## src/rtl/counter_pkg.sv

```systemverilog
`default_nettype none
// ============================================================================
// Module      : counter_pkg
// Description : Shared definitions for the programmable counters and the
//               seven-segment display path: FSM state encoding, count
//               ceiling, BCD digit width and a binary-to-BCD helper.
// Revision    : 1.0 - initial release
// ============================================================================
package counter_pkg;

  localparam int MAX_COUNT = 99;
  localparam int BCD_W     = 4;

  typedef enum logic [1:0] {
    ST_IDLE   = 2'd0,
    ST_RUN    = 2'd1,
    ST_PAUSED = 2'd2,
    ST_DONE   = 2'd3
  } state_t;

  typedef struct packed {
    logic [BCD_W-1:0] tens;
    logic [BCD_W-1:0] ones;
  } bcd2_t;

  // Split a value in 0..99 into its two decimal digits.
  function automatic bcd2_t bin_to_bcd(input logic [6:0] v);
    logic [6:0] t;
    logic [6:0] o;
    bcd2_t      r;
    t      = v / 7'd10;
    o      = v - (t * 7'd10);
    r.tens = t[BCD_W-1:0];
    r.ones = o[BCD_W-1:0];
    return r;
  endfunction

endpackage
`default_nettype wire

```

## src/rtl/bcd_digit_down.sv

```systemverilog
`default_nettype none
// ============================================================================
// Module      : bcd_digit_down
// Description : One decade (0..9) down-counter digit with parallel load,
//               enable, borrow-in and combinational borrow-out so digits
//               can be chained.
// Revision    : 1.0 - initial release
// ============================================================================
module bcd_digit_down
  import counter_pkg::*;
(
  input  logic             clk,
  input  logic             reset,
  input  logic             i_load,
  input  logic [BCD_W-1:0] i_load_val,
  input  logic             i_en,
  input  logic             i_borrow_in,
  output logic [BCD_W-1:0] o_q,
  output logic             o_borrow_out
);

  logic [BCD_W-1:0] r_q;

  // Digit register: load wins, otherwise step down with 0 wrapping to 9.
  always_ff @(posedge clk or negedge reset) begin
    if (!reset) begin
      r_q <= '0;
    end else if (i_load) begin
      r_q <= i_load_val;
    end else if (i_en && i_borrow_in) begin
      r_q <= (r_q == '0) ? BCD_W'(9) : r_q - BCD_W'(1);
    end
  end

  assign o_q          = r_q;
  assign o_borrow_out = i_borrow_in & (r_q == '0);

endmodule
`default_nettype wire

```

## src/rtl/prog_countdown_7b.sv

```systemverilog
`default_nettype none
// ============================================================================
// Module      : prog_countdown_7b
// Description : Programmable 7-bit countdown timer with preset register,
//               clamp to MAX_COUNT, pause/restart control, one-cycle done
//               pulse and a two-digit BCD mirror of the binary count.
// Revision    : 1.0 - initial release
// ============================================================================
module prog_countdown_7b
  import counter_pkg::*;
#(
  parameter int WIDTH     = 7,
  parameter int MAX_COUNT = counter_pkg::MAX_COUNT
) (
  input  logic             clk,
  input  logic             reset,
  input  logic [WIDTH-1:0] load_value,
  input  logic             load,
  input  logic             start,
  input  logic             pause,
  input  logic             tick,
  output logic [WIDTH-1:0] count_out,
  output logic [BCD_W-1:0] tens,
  output logic [BCD_W-1:0] ones,
  output logic             running,
  output logic             expired,
  output logic             done
);

  state_t           r_state;
  logic [WIDTH-1:0] r_count;
  logic [WIDTH-1:0] r_preset;
  logic             r_running;
  logic             r_expired;
  logic             r_done;

  logic [WIDTH-1:0] w_clamped;
  logic             w_dec;
  logic             w_restart;
  logic             w_dig_load;
  logic [WIDTH-1:0] w_dig_val;
  bcd2_t            w_bcd;
  logic             w_ones_borrow;

  assign w_clamped = (load_value > WIDTH'(MAX_COUNT)) ? WIDTH'(MAX_COUNT) : load_value;

  // A decrement happens only in RUN on an unpaused tick; start in RUN is a
  // no-op, so it does not block the tick.
  assign w_dec = (r_state == ST_RUN) & ~load & ~pause & tick & (r_count != '0);

  // Restart from DONE reloads the digits from the preset register.
  assign w_restart  = ~load & start & (r_state == ST_DONE);
  assign w_dig_load = load | w_restart;
  assign w_dig_val  = load ? w_clamped : r_preset;
  assign w_bcd      = bin_to_bcd(7'(w_dig_val));

  bcd_digit_down u_ones (
    .clk          (clk),
    .reset        (reset),
    .i_load       (w_dig_load),
    .i_load_val   (w_bcd.ones),
    .i_en         (w_dec),
    .i_borrow_in  (1'b1),
    .o_q          (ones),
    .o_borrow_out (w_ones_borrow)
  );

  bcd_digit_down u_tens (
    .clk          (clk),
    .reset        (reset),
    .i_load       (w_dig_load),
    .i_load_val   (w_bcd.tens),
    .i_en         (w_dec),
    .i_borrow_in  (w_ones_borrow),
    .o_q          (tens),
    .o_borrow_out ()
  );

  // Control FSM with preset register, binary count and registered status.
  always_ff @(posedge clk or negedge reset) begin
    if (!reset) begin
      r_state   <= ST_IDLE;
      r_count   <= '0;
      r_preset  <= '0;
      r_running <= 1'b0;
      r_expired <= 1'b0;
      r_done    <= 1'b0;
    end else begin
      r_done <= 1'b0;
      if (load) begin
        r_preset  <= w_clamped;
        r_count   <= w_clamped;
        r_state   <= ST_IDLE;
        r_running <= 1'b0;
        r_expired <= 1'b0;
      end else begin
        case (r_state)
          ST_IDLE: begin
            if (start) begin
              if (r_count != '0) begin
                r_state   <= ST_RUN;
                r_running <= 1'b1;
              end else begin
                r_state   <= ST_DONE;
                r_expired <= 1'b1;
                r_done    <= 1'b1;
              end
            end
          end
          ST_RUN: begin
            if (pause) begin
              r_state   <= ST_PAUSED;
              r_running <= 1'b0;
            end else if (tick) begin
              if (r_count == WIDTH'(1)) begin
                r_count   <= '0;
                r_state   <= ST_DONE;
                r_running <= 1'b0;
                r_expired <= 1'b1;
                r_done    <= 1'b1;
              end else if (r_count > WIDTH'(1)) begin
                r_count <= r_count - WIDTH'(1);
              end
            end
          end
          ST_PAUSED: begin
            // The tick coinciding with the resume cycle is dropped.
            if (!pause) begin
              r_state   <= ST_RUN;
              r_running <= 1'b1;
            end
          end
          ST_DONE: begin
            if (start) begin
              r_count <= r_preset;
              if (r_preset != '0) begin
                r_state   <= ST_RUN;
                r_running <= 1'b1;
                r_expired <= 1'b0;
              end else begin
                r_done <= 1'b1;
              end
            end
          end
          default: begin
            r_state   <= ST_IDLE;
            r_running <= 1'b0;
            r_expired <= 1'b0;
          end
        endcase
      end
    end
  end

  assign count_out = r_count;
  assign running   = r_running;
  assign expired   = r_expired;
  assign done      = r_done;

endmodule
`default_nettype wire

```

## config.mk

```make
export PLATFORM = sky130hd
export DESIGN_NAME = prog_countdown_7b
export DESIGN_NICKNAME = d
export VERILOG_FILES = /design/src/rtl/counter_pkg.sv /design/src/rtl/bcd_digit_down.sv /design/src/rtl/prog_countdown_7b.sv
export SDC_FILE = /design/constraint.sdc
export NUM_CORES = 1
export LEC_CHECK = 0
export ABC_CLOCK_PERIOD_IN_PS = 3900
export BUFFER_PORTS_ARGS = -buffer_cell sky130_fd_sc_hd__buf_2
export CAP_MARGIN = 30
export CORE_MARGIN = 5
export CORE_UTILIZATION = 52
export CTS_CLUSTER_SIZE = 20
export DETAILED_ROUTE_END_ITERATION = 8
export GPL_TIMING_DRIVEN = 0
export MAX_ROUTING_LAYER = met4
export PLACE_DENSITY_LB_ADDON = 0.2
export SETUP_SLACK_MARGIN = 0.3
export SLEW_MARGIN = 5
export SYNTH_ARGS = -nofsm -noshare
export SYNTH_HDL_FRONTEND = slang
export SYNTH_SLANG_ARGS = --single-unit
```

## constraint.sdc

```tcl
create_clock -name clk -period 3.9 [get_ports clk]
set_input_delay 0.585 -clock clk [delete_from_list [all_inputs] [get_ports clk]]
set_output_delay 0.585 -clock clk [all_outputs]
set_load 0.01 [all_outputs]
```

# == Yosys cells after proc, flatten, opt, wreduce, memory -nomap -nowiden ==
# Index checks and enable logic that the tools add are counted.
# classes
mux,53
eq_ne,16
div,1
order_cmp,2
n_bitwise,9
addsub,4
multipliers,1
n_reduce_logical,14
# op_table
cell,count
7-bit 2-to-1 mux,8
1-bit 2-to-1 mux,25
4-bit 2-to-1 mux,6
3-bit inequality test (second input constant),7
2-bit 2-to-1 mux,9
7-bit one-hot mux with 2 select lines,1
7-bit nonzero test,2
4-bit logical NOT,2
2-bit one-hot mux with 4 select lines,1
8-bit AND reduction,1
4-bit by 1-bit subtractor with 4-bit output (second input constant),2
7-bit by 4-bit divider with 7-bit output (second input constant),1
7-bit by 1-bit equality test with 1-bit output (second input constant),1
7-bit by 1-bit greater-than comparator with 1-bit output (second input constant),1
7-bit greater-than comparator (second input constant),1
7-bit by 3-bit multiplier with 3-bit output (second input constant),1
7-bit AND reduction,1
7-bit by 1-bit subtractor with 7-bit output (second input constant),1
1-bit AND,6
3-bit by 2-bit inequality test with 1-bit output (second input constant),2
1-bit one-hot mux with 3 select lines,2
6-bit AND reduction,1
5-bit AND reduction,1
2-bit equality test (second input constant),2
other kinds (13),15
# totals
out_inout_bits,18
word_cells,108
register_bits,27

# == Depth between registers and ports, before layout ==
# logic_depth
word_depth,8
mapped_depth,19

# == By module ==
# From an unflattened synthesis, not the netlist that was laid out.
# hier_totals
cells_unflattened,241
area_unflattened_um2,2114.5
# modules_own_cells
mod,area_per_inst_um2,cells_per_inst,instances,seq_area_each_um2
prog_countdown_7b,1656.6,193,1,475.5
bcd_digit_down,229.0,24,2,100.1

# == Worst setup path before layout ==
# No wires, ideal clock.
# synth_path
path_kind,input -> register
startpoint,in load
endpoint,"reg u_ones.r_q[3], in the netlist u_ones.o_q[3]"
t_arrival_ns,4.035
stages,19
setup_slack_ns,-0.275
path_cell_list,buf_6 -> a21boi_4 -> a21o_4 -> inv_1 -> o211ai_1 -> o221ai_1 -> a21oi_1 -> inv_1 -> ha_1 -> o311ai_1 -> maj3_2 -> a22oi_1 -> o22ai_1 -> a21o_1 -> ha_1 -> fa_1 -> xor2_1 -> a2111oi_0 -> a211oi_1
# synth_between
elab_cells_between_ends,14
# synth_lines
element,line,source
"start, declared",prog_countdown_7b.sv:18,"input logic load,"
7-bit 2-to-1 mux (*),-,
named net w_dig_val[2],prog_countdown_7b.sv:41,logic [WIDTH-1:0] w_dig_val;
7-bit by 4-bit divider with 7-bit output,counter_pkg.sv:31,t = v / 7'd10;
7-bit by 3-bit multiplier with 3-bit output,counter_pkg.sv:32,o = v - (t * 7'd10);
4-bit subtractor (*),counter_pkg.sv:32,
4-bit 2-to-1 mux (*),bcd_digit_down.sv:28,end else if (i_load) begin
"end signal, assigned",bcd_digit_down.sv:29,r_q <= i_load_val;
"end signal, assigned",bcd_digit_down.sv:31,r_q <= (r_q == '0) ? BCD_W'(9) : r_q - BCD_W'(1);
"end, declared",bcd_digit_down.sv:22,logic [BCD_W-1:0] r_q;
# Mark *: on every way through the listed nets, which the timed path passes. The rest lies on a longest branch.
# A chain may end at the register's enable or synchronous reset.

# == Final worst setup path ==
# layout_path
startpoint,in load_value[5]
endpoint,"reg u_ones.r_q[3], in the netlist u_ones.o_q[3]"
# layout_between
elab_chain_cells,7
# layout_rtl
element,line,source
"start, declared",prog_countdown_7b.sv:17,"input logic [WIDTH-1:0] load_value,"
7-bit greater-than comparator,prog_countdown_7b.sv:45,assign w_clamped = (load_value > WIDTH'(MAX_COUNT)) ? WIDTH'(MAX_COUNT) : load_value;
7-bit 2-to-1 mux (*),prog_countdown_7b.sv:45,
7-bit 2-to-1 mux (*),-,
7-bit by 4-bit divider with 7-bit output,counter_pkg.sv:31,
7-bit by 3-bit multiplier with 3-bit output,counter_pkg.sv:32,
4-bit subtractor (*),counter_pkg.sv:32,
4-bit 2-to-1 mux (*),bcd_digit_down.sv:28,
# Every way passes the cells marked *; elsewhere a longest branch is shown, timed or not.

==> out/results.ini <==
[yosys]
synth_warnings=0
synth.cell_area_um2=2105
netlist_instances=231
ys_ff_latch=27
syn_nets=254
synth_ff_type=dfrtp_1
synth_edf_count=0
yosysUniqueCellTypes=66
seq_area_frac_synth_pct=32.10
synthArstFlopShare_pct=100.0
avgSynthCellArea_um2=9.110

[worst_setup_path]
crit_required_ns=4.10
worst_setup_path_end_kind=flip-flop
r2r_cells=17
arrival_ns=3.87
startpoint_type=input port
crit_start=load_value[5]
crit_type=input port to flip-flop
r2r-start=r_preset[6]$_DFF_PN0_
cp_max_fo=5

[placed_design]
hpwl_mm=3.751
port_buffers=29
gp_congestion=0.8105
placed_area_um2=2360
dp.cells=310

[clocking]
cts_buffers=3
cts_hold_buf=0
cts_sinks=27
clk_pin_slew_ns=0.10
htree_levels=1
cts_tree=built
max-clock-path-buffers=2
clock_latency_ns=0.28
cts_root_buf=clkbuf_8

[finish]
syn_to_final_growth_pct=25.68
drive_above_1_share_pct=35.44
antenna_cells=0
final_area_um2=2645
fin_nets=309
final_cells=335

[min_path]
hold_path_class=input port to asynchronous set/reset pin

[detailed_routing]
wl_per_cell_um=15.88
vias_per_cell=5.716
drtIter0Drc=131
num_vias=1915
routed_wirelength_mm=5.319
drc=0
drt-pass1-iter-count=5
ant_nets=0

[timing]
finalCritPeriodShare_pct=93.98
rsz0062_at_grt=yes
max_slew_margin_pct=56.87
post-route-min-period_ns=3.665
finalHoldViolCount=0
tns_ns=0
skew_ns=0.004270
fmax_ghz=0.2728
worstMarginPinSlew_ns=0.6410
slew_violations=0
finalSetupViolations=0

[pwr]
switching_share_pct=43.20
combPwrFrac_pct=51.6
p_leak_nw=1.159
p_int_mw=0.7382
switching_power_mw=0.5614
p_per_area_nw_per_um2=491.3
clkPwrFrac_pct=12.9
seq_power_share_pct=35.6
ir_drop_mv=0.2384

[grt]
grt_pass1_vias=1877
grt_first_pass_wirelength_mm=9.032
antenna_found_initial=0
overflow=0
track_usage_pct=21.78
grt_max_degree=28

[floorplan]
die_h_um=73.62
rows=23
initial_utilization_pct=52.99
die_w_um=73.62
coreArea_um2=3971
dieArea_um2=5419
io_pins=31

[run]
max-cap-violations=0

[run_status]
outcome=completed

[Yosys cell counts, types with 2 or more instances]
cell | count | area [um2]
a211oi_1 | 4 | 30.03
a21o_1 | 2 | 15.01
a21oi_1 | 12 | 60.06
a21oi_4 | 2 | 32.53
a221oi_1 | 2 | 17.52
a22o_1 | 3 | 26.28
a22oi_1 | 2 | 15.01
a31oi_1 | 3 | 18.77
and3_1 | 2 | 12.51
buf_6 | 2 | 22.52
clkbuf_1 | 2 | 7.510
dfrtp_1 | 27 | 675.7
ha_1 | 9 | 112.6
inv_1 | 10 | 37.54
inv_2 | 2 | 7.510
mux2_2 | 4 | 45.04
mux2i_1 | 8 | 80.08
nand2_1 | 19 | 71.32
nand2b_1 | 3 | 18.77
nand3_1 | 8 | 40.04
nand3b_1 | 3 | 22.52
nor2_1 | 22 | 82.58
nor2b_1 | 7 | 43.79
nor3_1 | 6 | 30.03
nor4_1 | 2 | 12.51
nor4_2 | 2 | 25.02
o211ai_1 | 3 | 22.52
o21ai_0 | 19 | 95.09
o21ai_2 | 2 | 17.52
o22ai_1 | 2 | 12.51
xnor2_1 | 2 | 17.52
[power by group through the flow]
stage	sequential [mW]	clock, mW	combinational [mW]
floorplan	0.480	0	0.406
global placement	0.464	0	0.592
detailed placement	0.466	0	0.599
CTS	0.460	0.173	0.646
global route	0.478	0.183	0.751
finish	0.462	0.167	0.670
[cell families (layout without fill, tap and decap cells)]
group,count (synthesis),in the layout,synth area share [%]
xor gates and xnor gates,3,3,1.249
and+or+nand+nor,87,87,22.89
adders and majority gates,11,11,6.837
buffers and inverters,17,71,4.221
AOI/OAI and AO/OA,73,73,26.10
DFF,27,27,32.10
muxes,13,13,6.599
[registers in the layout, indices dropped and copies added, names as in the netlist]
register and count:
running 1, r_state 2, done 1, u_ones.o_q 4, count_out 7, r_preset 7, expired 1, u_tens.o_q 4
[layout by cell type (no fill, tap or decap), drive strengths merged, types with 2 or more instances in the layout]
cell type	instances
buf	52
dfrtp	27
nor2	23
o21ai	21
nand2	19
a21oi	15
inv	12
mux2i	9
ha	9
nand3	8
nor2b	7
nor3	6
clkbuf	6
nand2b	5
nand3b	4
a211oi	4
mux2	4
nor4	4
o211ai	3
a22o	3
a31oi	3
a21o	3
and3	2
a2111oi	2
xnor2	2
a221oi	2
a21boi	2
o22ai	2
a22oi	2
nor3b	2
[worst max-delay path, cell delays in order]
cell	delay [ns]
buf_4	0.14
a21boi_4	0.19
buf_6	0.13
a21oi_4	0.06
o211ai_1	0.22
o221ai_2	0.12
a21oi_2	0.16
inv_2	0.06
ha_4	0.27
o311ai_4	0.12
maj3_2	0.33
a22oi_2	0.13
o22ai_2	0.10
a21o_1	0.19
ha_2	0.19
fa_2	0.35
xor2_2	0.17
nor2b_4	0.13
a211oi_2	0.22
[worst paths after layout]
| check | slack [ns] | end |
|---|---|---|
| worst max register to register | 0.23 | u_ones.o_q[3]$_DFFE_PN0P_ |
| min in group clk | 0.52 | expired$_DFFE_PN0P_ |
| worst max-delay path | 0.23 | u_ones.o_q[3]$_DFFE_PN0P_ |
| worst min register to register | 0.52 | expired$_DFFE_PN0P_ |
| max in group asynchronous | 3.18 | r_preset[2]$_DFF_PN0_ |
| worst min-delay path | 0.31 | count_out[4]$_DFFE_PN0P_ |
[routing by layer]
metal	global-route usage, %	part of all wire, %
met4	6.036	0.68
met2	34.94	49
met1	29.31	47
met3	2.052	3.4
met5	-	0
[area by class of cell]
class                      instances  area, um2
fill                             325       1326
sequential                        27      675.6
inverter                          12      47.55
buffer                             5      52.55
timing repair buffer              50      315.3
tap                               50      62.56
clock buffer                       3      41.29
clock inverter                     1      5.005
multi-input combinational        187       1445
[metrics by stage]
step / hold WS (ns) / util, % / power, mW / worst slack [ns]
2_1_floorplan: 0.2894 / - / 0.8861 / -0.1275
3_3_place_gp: 0.4826 / 59.42 / 1.056 / -0.4958
3_5_place_dp: 0.4920 / 59.42 / 1.065 / -0.5134
4_1_cts: 0.3365 / 64.52 / 1.279 / 0.1348
5_1_grt: 0.3541 / 66.60 / 1.412 / 0.08657
6_report: 0.3150 / 66.60 / 1.300 / 0.2346
[timing repair]
| item | in CTS | in global routing |
|---|---|---|
| resized for setup | 11 | 10 |
| setup endpoints to repair | 2 | 2 |
| setup buffers | 15 | 6 |
| pin swaps | 15 | 13 |
Power figures use the tool's default switching activity.
